File: config.mk
export PLATFORM = sky130hd
export DESIGN_NAME = tty_text_writer_flat
export DESIGN_NICKNAME = d
export VERILOG_FILES = /design/src/rtl/tty_text_writer_if.sv /design/src/rtl/tty_text_writer.sv /design/src/flat_wrapper.sv
export SDC_FILE = /design/constraint.sdc
export NUM_CORES = 1
export LEC_CHECK = 0
export ABC_AREA = 1
export BUFFER_PORTS_ARGS = -buffer_cell sky130_fd_sc_hd__buf_2
export CORE_MARGIN = 2
export CORE_UTILIZATION = 40
export CTS_BUF_LIST = sky130_fd_sc_hd__clkbuf_4
export DETAILED_ROUTE_END_ITERATION = 8
export HOLD_SLACK_MARGIN = 0.02
export PLACE_DENSITY = 0.6
export SLEW_MARGIN = 20
export SYNTH_ARGS = -nofsm -noshare
export SYNTH_HDL_FRONTEND = slang
export SYNTH_SLANG_ARGS = --single-unit
File: constraint.sdc
create_clock -name clk -period 4 [get_ports clk]
set_input_delay 0.8 -clock clk [delete_from_list [all_inputs] [get_ports clk]]
set_output_delay 0.8 -clock clk [all_outputs]
set_load 0.01 [all_outputs]
File: src/rtl/tty_text_writer_if.sv
// tty_text_writer_if
//   Bundles the byte-stream handshake and the character-RAM write bus of the
//   TTY text writer.
//   Signals:
//     in_valid, in_data[7:0] : byte source -> writer
//     in_ready               : writer -> byte source
//     ram_address[ADDR_W-1:0], ram_write, ram_writedata[7:0] : writer -> RAM
//   Modports:
//     master : byte source / RAM side (drives the stream, observes the RAM bus)
//     slave  : the writer itself
interface tty_text_writer_if #(
  parameter int ADDR_W = 16
);
  logic              in_valid;
  logic [7:0]        in_data;
  logic              in_ready;
  logic [ADDR_W-1:0] ram_address;
  logic              ram_write;
  logic [7:0]        ram_writedata;

  modport master (
    output in_valid, in_data,
    input  in_ready,
    input  ram_address, ram_write, ram_writedata
  );

  modport slave (
    input  in_valid, in_data,
    output in_ready,
    output ram_address, ram_write, ram_writedata
  );
endinterface

File: src/rtl/tty_text_writer.sv
// tty_text_writer
//   Interprets a byte stream as terminal output (printable glyphs, CR, LF, BS,
//   FF) and writes glyph codes into the character RAM, one write per clock.
//   The screen scrolls by moving top_row once every physical row has been used.
//   Ports:
//     clk, rst_n       : clock, asynchronous active-low reset
//     bus (slave)      : in_valid/in_data/in_ready byte stream,
//                        ram_address/ram_write/ram_writedata RAM write bus
//     cur_col, cur_row : cursor position (physical row)
//     top_row          : physical row shown at the top of the screen
//     busy             : high whenever not idle
module tty_text_writer #(
  parameter int COLS   = 40,
  parameter int ROWS   = 15,
  parameter int ADDR_W = 16
) (
  input  logic               clk,
  input  logic               rst_n,
  tty_text_writer_if.slave   bus,
  output logic [7:0]         cur_col,
  output logic [7:0]         cur_row,
  output logic [7:0]         top_row,
  output logic               busy
);

  localparam logic [7:0]      SPACE    = 8'h20;
  localparam logic [ADDR_W:0] TOTAL_C  = (ADDR_W+1)'(ROWS * COLS);
  localparam logic [ADDR_W:0] COLS_C   = (ADDR_W+1)'(COLS);
  localparam logic [7:0]      LAST_COL = 8'(COLS - 1);
  localparam logic [7:0]      LAST_ROW = 8'(ROWS - 1);

  typedef enum logic [1:0] {
    S_CLEAR_ALL,
    S_IDLE,
    S_EXEC,
    S_CLEAR_ROW
  } state_t;

  state_t            state_reg, state_next;
  // One bit wider than the address so it can reach ROWS*COLS itself.
  logic [ADDR_W:0]   cnt_reg, cnt_next;
  logic [7:0]        col_reg, col_next;
  logic [7:0]        row_reg, row_next;
  logic [7:0]        top_reg, top_next;
  logic              full_reg, full_next;
  logic [7:0]        byte_reg, byte_next;
  logic              wr_reg, wr_next;
  logic [ADDR_W-1:0] addr_reg, addr_next;
  logic [7:0]        data_reg, data_next;

  logic [ADDR_W-1:0] row_base;
  logic [7:0]        adv_row, adv_top;
  logic              adv_full;
  logic              do_adv;

  function automatic logic is_printable(input logic [7:0] b);
    return (b >= 8'h20) && (b <= 8'h7E);
  endfunction

  assign row_base = ADDR_W'(row_reg) * ADDR_W'(COLS);

  // Line-advance results, precomputed from the current cursor.
  assign adv_row  = (row_reg == LAST_ROW) ? 8'd0 : row_reg + 8'd1;
  assign adv_full = full_reg | (row_reg == LAST_ROW);
  assign adv_top  = !adv_full ? top_reg :
                    (adv_row == LAST_ROW) ? 8'd0 : adv_row + 8'd1;

  always_comb begin
    state_next = state_reg;
    cnt_next   = cnt_reg;
    col_next   = col_reg;
    row_next   = row_reg;
    top_next   = top_reg;
    full_next  = full_reg;
    byte_next  = byte_reg;
    wr_next    = 1'b0;
    addr_next  = addr_reg;
    data_next  = data_reg;
    do_adv     = 1'b0;

    case (state_reg)
      S_CLEAR_ALL: begin
        // The extra cycle at cnt==TOTAL lets the last write be seen before
        // in_ready rises.
        if (cnt_reg < TOTAL_C) begin
          wr_next   = 1'b1;
          addr_next = cnt_reg[ADDR_W-1:0];
          data_next = SPACE;
          cnt_next  = cnt_reg + 1'b1;
        end else begin
          state_next = S_IDLE;
        end
      end

      S_IDLE: begin
        if (bus.in_valid) begin
          byte_next  = bus.in_data;
          state_next = S_EXEC;
          // Glyph write is registered at the accepting edge so it is visible
          // during the EXEC cycle.
          if (is_printable(bus.in_data)) begin
            wr_next   = 1'b1;
            addr_next = row_base + ADDR_W'(col_reg);
            data_next = bus.in_data;
          end
        end
      end

      S_EXEC: begin
        state_next = S_IDLE;
        if (is_printable(byte_reg)) begin
          if (col_reg == LAST_COL) begin
            do_adv = 1'b1;
          end else begin
            col_next = col_reg + 8'd1;
          end
        end else begin
          case (byte_reg)
            8'h0D: col_next = 8'd0;
            8'h0A: do_adv = 1'b1;
            8'h08: if (col_reg != 8'd0) col_next = col_reg - 8'd1;
            8'h0C: begin
              col_next   = 8'd0;
              row_next   = 8'd0;
              top_next   = 8'd0;
              full_next  = 1'b0;
              cnt_next   = '0;
              state_next = S_CLEAR_ALL;
            end
            default: ;
          endcase
        end
        if (do_adv) begin
          col_next   = 8'd0;
          row_next   = adv_row;
          full_next  = adv_full;
          top_next   = adv_top;
          cnt_next   = '0;
          state_next = S_CLEAR_ROW;
        end
      end

      S_CLEAR_ROW: begin
        // row_reg already holds the new cursor row here.
        if (cnt_reg < COLS_C) begin
          wr_next   = 1'b1;
          addr_next = row_base + cnt_reg[ADDR_W-1:0];
          data_next = SPACE;
          cnt_next  = cnt_reg + 1'b1;
        end else begin
          state_next = S_IDLE;
        end
      end

      default: state_next = S_CLEAR_ALL;
    endcase
  end

  always_ff @(posedge clk or negedge rst_n) begin
    if (!rst_n) begin
      state_reg <= S_CLEAR_ALL;
      cnt_reg   <= '0;
      col_reg   <= 8'd0;
      row_reg   <= 8'd0;
      top_reg   <= 8'd0;
      full_reg  <= 1'b0;
      byte_reg  <= 8'd0;
      wr_reg    <= 1'b0;
      addr_reg  <= '0;
      data_reg  <= SPACE;
    end else begin
      state_reg <= state_next;
      cnt_reg   <= cnt_next;
      col_reg   <= col_next;
      row_reg   <= row_next;
      top_reg   <= top_next;
      full_reg  <= full_next;
      byte_reg  <= byte_next;
      wr_reg    <= wr_next;
      addr_reg  <= addr_next;
      data_reg  <= data_next;
    end
  end

  assign bus.in_ready      = (state_reg == S_IDLE);
  assign bus.ram_write     = wr_reg;
  assign bus.ram_address   = addr_reg;
  assign bus.ram_writedata = data_reg;
  assign busy              = (state_reg != S_IDLE);
  assign cur_col           = col_reg;
  assign cur_row           = row_reg;
  assign top_row           = top_reg;

endmodule
File: src/flat_wrapper.sv
// flat-port wrapper written by rule: the top's interface ports become plain ports
module tty_text_writer_flat 
#(
  parameter int COLS   = 40,
  parameter int ROWS   = 15,
  parameter int ADDR_W = 16
)
  (clk, rst_n, cur_col, cur_row, top_row, busy, bus_in_valid, bus_in_data, bus_in_ready, bus_ram_address, bus_ram_write, bus_ram_writedata);
  tty_text_writer_if #(.ADDR_W(ADDR_W)) bus_i ();
  input  logic clk;
  input  logic rst_n;
  output logic [7:0] cur_col;
  output logic [7:0] cur_row;
  output logic [7:0] top_row;
  output logic busy;
  input wire logic [$bits(bus_i.in_valid)-1:0] bus_in_valid;
  input wire logic [$bits(bus_i.in_data)-1:0] bus_in_data;
  output wire logic [$bits(bus_i.in_ready)-1:0] bus_in_ready;
  output wire logic [$bits(bus_i.ram_address)-1:0] bus_ram_address;
  output wire logic [$bits(bus_i.ram_write)-1:0] bus_ram_write;
  output wire logic [$bits(bus_i.ram_writedata)-1:0] bus_ram_writedata;
  assign bus_i.in_valid = bus_in_valid;
  assign bus_i.in_data = bus_in_data;
  assign bus_in_ready = bus_i.in_ready;
  assign bus_ram_address = bus_i.ram_address;
  assign bus_ram_write = bus_i.ram_write;
  assign bus_ram_writedata = bus_i.ram_writedata;
  tty_text_writer #(.COLS(COLS), .ROWS(ROWS), .ADDR_W(ADDR_W)) u_core (.clk(clk), .rst_n(rst_n), .bus(bus_i), .cur_col(cur_col), .cur_row(cur_row), .top_row(top_row), .busy(busy));
endmodule
==> summary.txt <==
Cells and area
  • Design area: 0.00651 mm2
  • Most frequent cells in the layout: 243 x nand2_1, 95 x inv_1, 89 x nor2_1
  • Area growth, synth to finish: 10.8%
  • Commonest non-fill, non-tap cell in the layout: nand2_1
  • Layout cells sized above 1: 0.126
  • Fin cells: 1,096
  • Nets: 957
  • Max reg flops: 17

GRT
  • Largest net degree at the start of global routing: 57
  • Total GRT Usage: 0.209
  • First-pass GRT wire length: 26.4 mm
  • Grt total ovfl: 0
  • Vias in the first global route: 5,239
  • Initial antenna violation count: 1

Clocking
  • PostCTS Resize Cnt: 0
  • TritonCTS clock tree: done
  • Postcts setup bufs: 0
  • Cts hold-fix bufs: 0
  • Clk slew on worst S/H paths: 0.14 ns
  • H-tree depth: 3
  • Clk buf depth: 2
  • Clock sinks: 77
  • Clock Latency Late Sink: 0.47 ns
  • CTS Root Buffer Type: clkbuf_4
  • CTS Buf Count: 9

STA
  • Finish-stage setup viols: 0
  • Crit path time final: 3.28 ns
  • Pins Over Slew Limit: 0
  • Fmax: 0.305 GHz
  • Worst Max-Slew Pin Slew: 0.754 ns
  • Setup WS post-layout: 0.718 ns
  • Setup TNS: 0 ns
  • Final Hold Viols: 0
  • Period Utilization, post-route: 0.821
  • Slew HR: 0.497
  • Unrepaired setup endpoints after global routing: false
  • Layout Skew: 0.0236 ns

Route
  • Antenna-violating nets left: 0
  • Wire per inst: 14.5 um
  • Drt drc: 0
  • Initial DRC Count: 321
  • WL final: 15.8 mm
  • Via/cell ratio: 5.05
  • Via count: 5,537
  • DR pass1 iterations: 5

Yosys
  • Mapped Cells: 840
  • Synthesized cell area: 0.00587 mm2
  • Seq/Total Area, Yosys: 0.328
  • Ys Warns: 0
  • Syn Nets: 895
  • FF+latch count, synth: 77
  • Unique cell type count in the Yosys netlist: 44
  • Avg Inst Size Synth: 6.99 um2

Min path
  • Worst hold path class: input pin to async pin

Power
  • Worst vdd ir: 0.130 mV
  • Total power: 1.31 mW
  • PwrDens: 201 mW/mm2
  • Cell leakage power: 3.61 nW

Floorplanning
  • IO Pins: 62
  • Cell Rows: 44
  • Starting Density: 0.407
  • Die width: 125 um
  • Die height: 125 um
  • Die area: 0.0157 mm2
  • Core region area: 0.0144 mm2

Worst setup path
  • Crit path DAT: 3.65 ns
  • Crit path max fanout: 10
  • Worst R2R Path Depth: 15
  • CP endpoint kind: flip-flop
  • R2r endpoint: u_core.bus.ram_address[15]
  • Worst setup SP type: flip-flop
  • Crit Path Class: flip-flop to flip-flop
  • Reg2reg start: u_core.cur_row[1]
  • Critical Path RT: 4.36 ns
  • Worst reg2reg setup slack: 0.72 ns

Placed design
  • Pre-CTS setup slack: 0.724 ns
  • Placed Area: 0.00636 mm2
  • I/O Buffers: 61
  • Placed cell count: 1,075
  • HPWL Detailed: 12.1 mm
  • Gpl congestion: 0.894

Run
  • Max-Cap Viols: 0

Outcome
  • Status: complete, no violations
## Yosys cell counts, drive strengths merged
cell,count,area (um2)
ha,41,513
o21bai,2,15.0
dfrtp,76,1900
xor2,23,201
o211ai,1,7.51
a22oi,4,30.0
nor2,99,425
a31oi,1,6.26
nor3,13,76.3
nand3,73,385
a21oi,32,160
fa,3,60.1
nand4,15,100
xnor2,4,35.0
clkinv,3,11.3
nand2,249,960
o31ai,6,45.0
a2bb2oi,1,8.76
o21ai,60,308
a221oi,2,17.5
dfstp,1,26.3
buf,10,73.8
a21boi,4,33.8
or2,4,25.0
and3,1,6.26
o22ai,8,50.1
clkbuf,5,18.8
inv,99,372
## metrics by stage
step	util	hold slack, ns
CTS	0.450	0.381
finish	0.451	0.390
global placement	0.441	0.449
global route	0.451	0.445
detailed placement	0.441	0.450
floorplan	-	0.471
## metal layers
layer  global-route usage  routed length [um]  vias up
met1                0.281                7490     2509
met3               0.0347                 747       21
met4               0.0752                 315        0
met2                0.342                7280      135
li1                     -                   -     2872
met5                    0                   0        -
## cells by family (layout without fill, tap and decap cells)
family	Yosys count	in the layout	synth area share
simple gates	454	454	0.337
compound gates	121	121	0.116
buf+inv	117	184	0.0810
flops	77	77	0.328
fa+ha+maj	44	44	0.0976
xor+xnor	27	27	0.0403
other cells	0	5	0
## area by class of cell
cell class / count / area [um2]
antenna: 5 / 12.5
multi-input combinational: 646 / 3470
sequential: 77 / 1930
fill: 1541 / 7920
tap: 184 / 230
clock inverter: 4 / 48.8
clock buffer: 12 / 90.1
timing repair buffer: 66 / 345
inverter: 102 / 383
## report_power, final
group | switching (mW) | leakage [nW] | internal, mW | total [mW]
combinational | 0.0191 | 2.51 | 0.00527 | 0.0243
sequential | 0 | 1.02 | 0.778 | 0.778
clock | 0.292 | 0.0813 | 0.211 | 0.503
total | 0.311 | 3.61 | 0.995 | 1.31
## worst max-delay path by stage
stage	startpoint	endpoint	slack [ns]	cells past startpoint
finish	u_core.cur_row[1]	u_core.bus.ram_address[15]	0.72	15
global route	u_core.cur_row[1]	u_core.bus.ram_address[15]	0.45	13
CTS	u_core.cur_row[1]	u_core.bus.ram_address[15]	0.71	15
detailed placement	u_core.cur_row[1]	u_core.bus.ram_address[15]	0.72	15
global placement	u_core.cur_row[1]	u_core.bus.ram_address[13]	0.83	13
floorplan	u_core.cur_row[1]	u_core.bus.ram_address[11]	1.02	13
## critical path, stage by stage (launching register included)
cell and delay [ns]:
dfrtp_1 0.61, ha_1 0.31, ha_1 0.23, fa_1 0.45
xor2_1 0.39, ha_1 0.35, nand2_1 0.10, inv_1 0.07
nand2_1 0.06, nand2_1 0.05, nand2_1 0.06, nand4_1 0.11
a21boi_0 0.19, o21ai_0 0.09, nand2_1 0.07, nand2_1 0.05
Note: power is estimated with default switching activity, not from simulation.
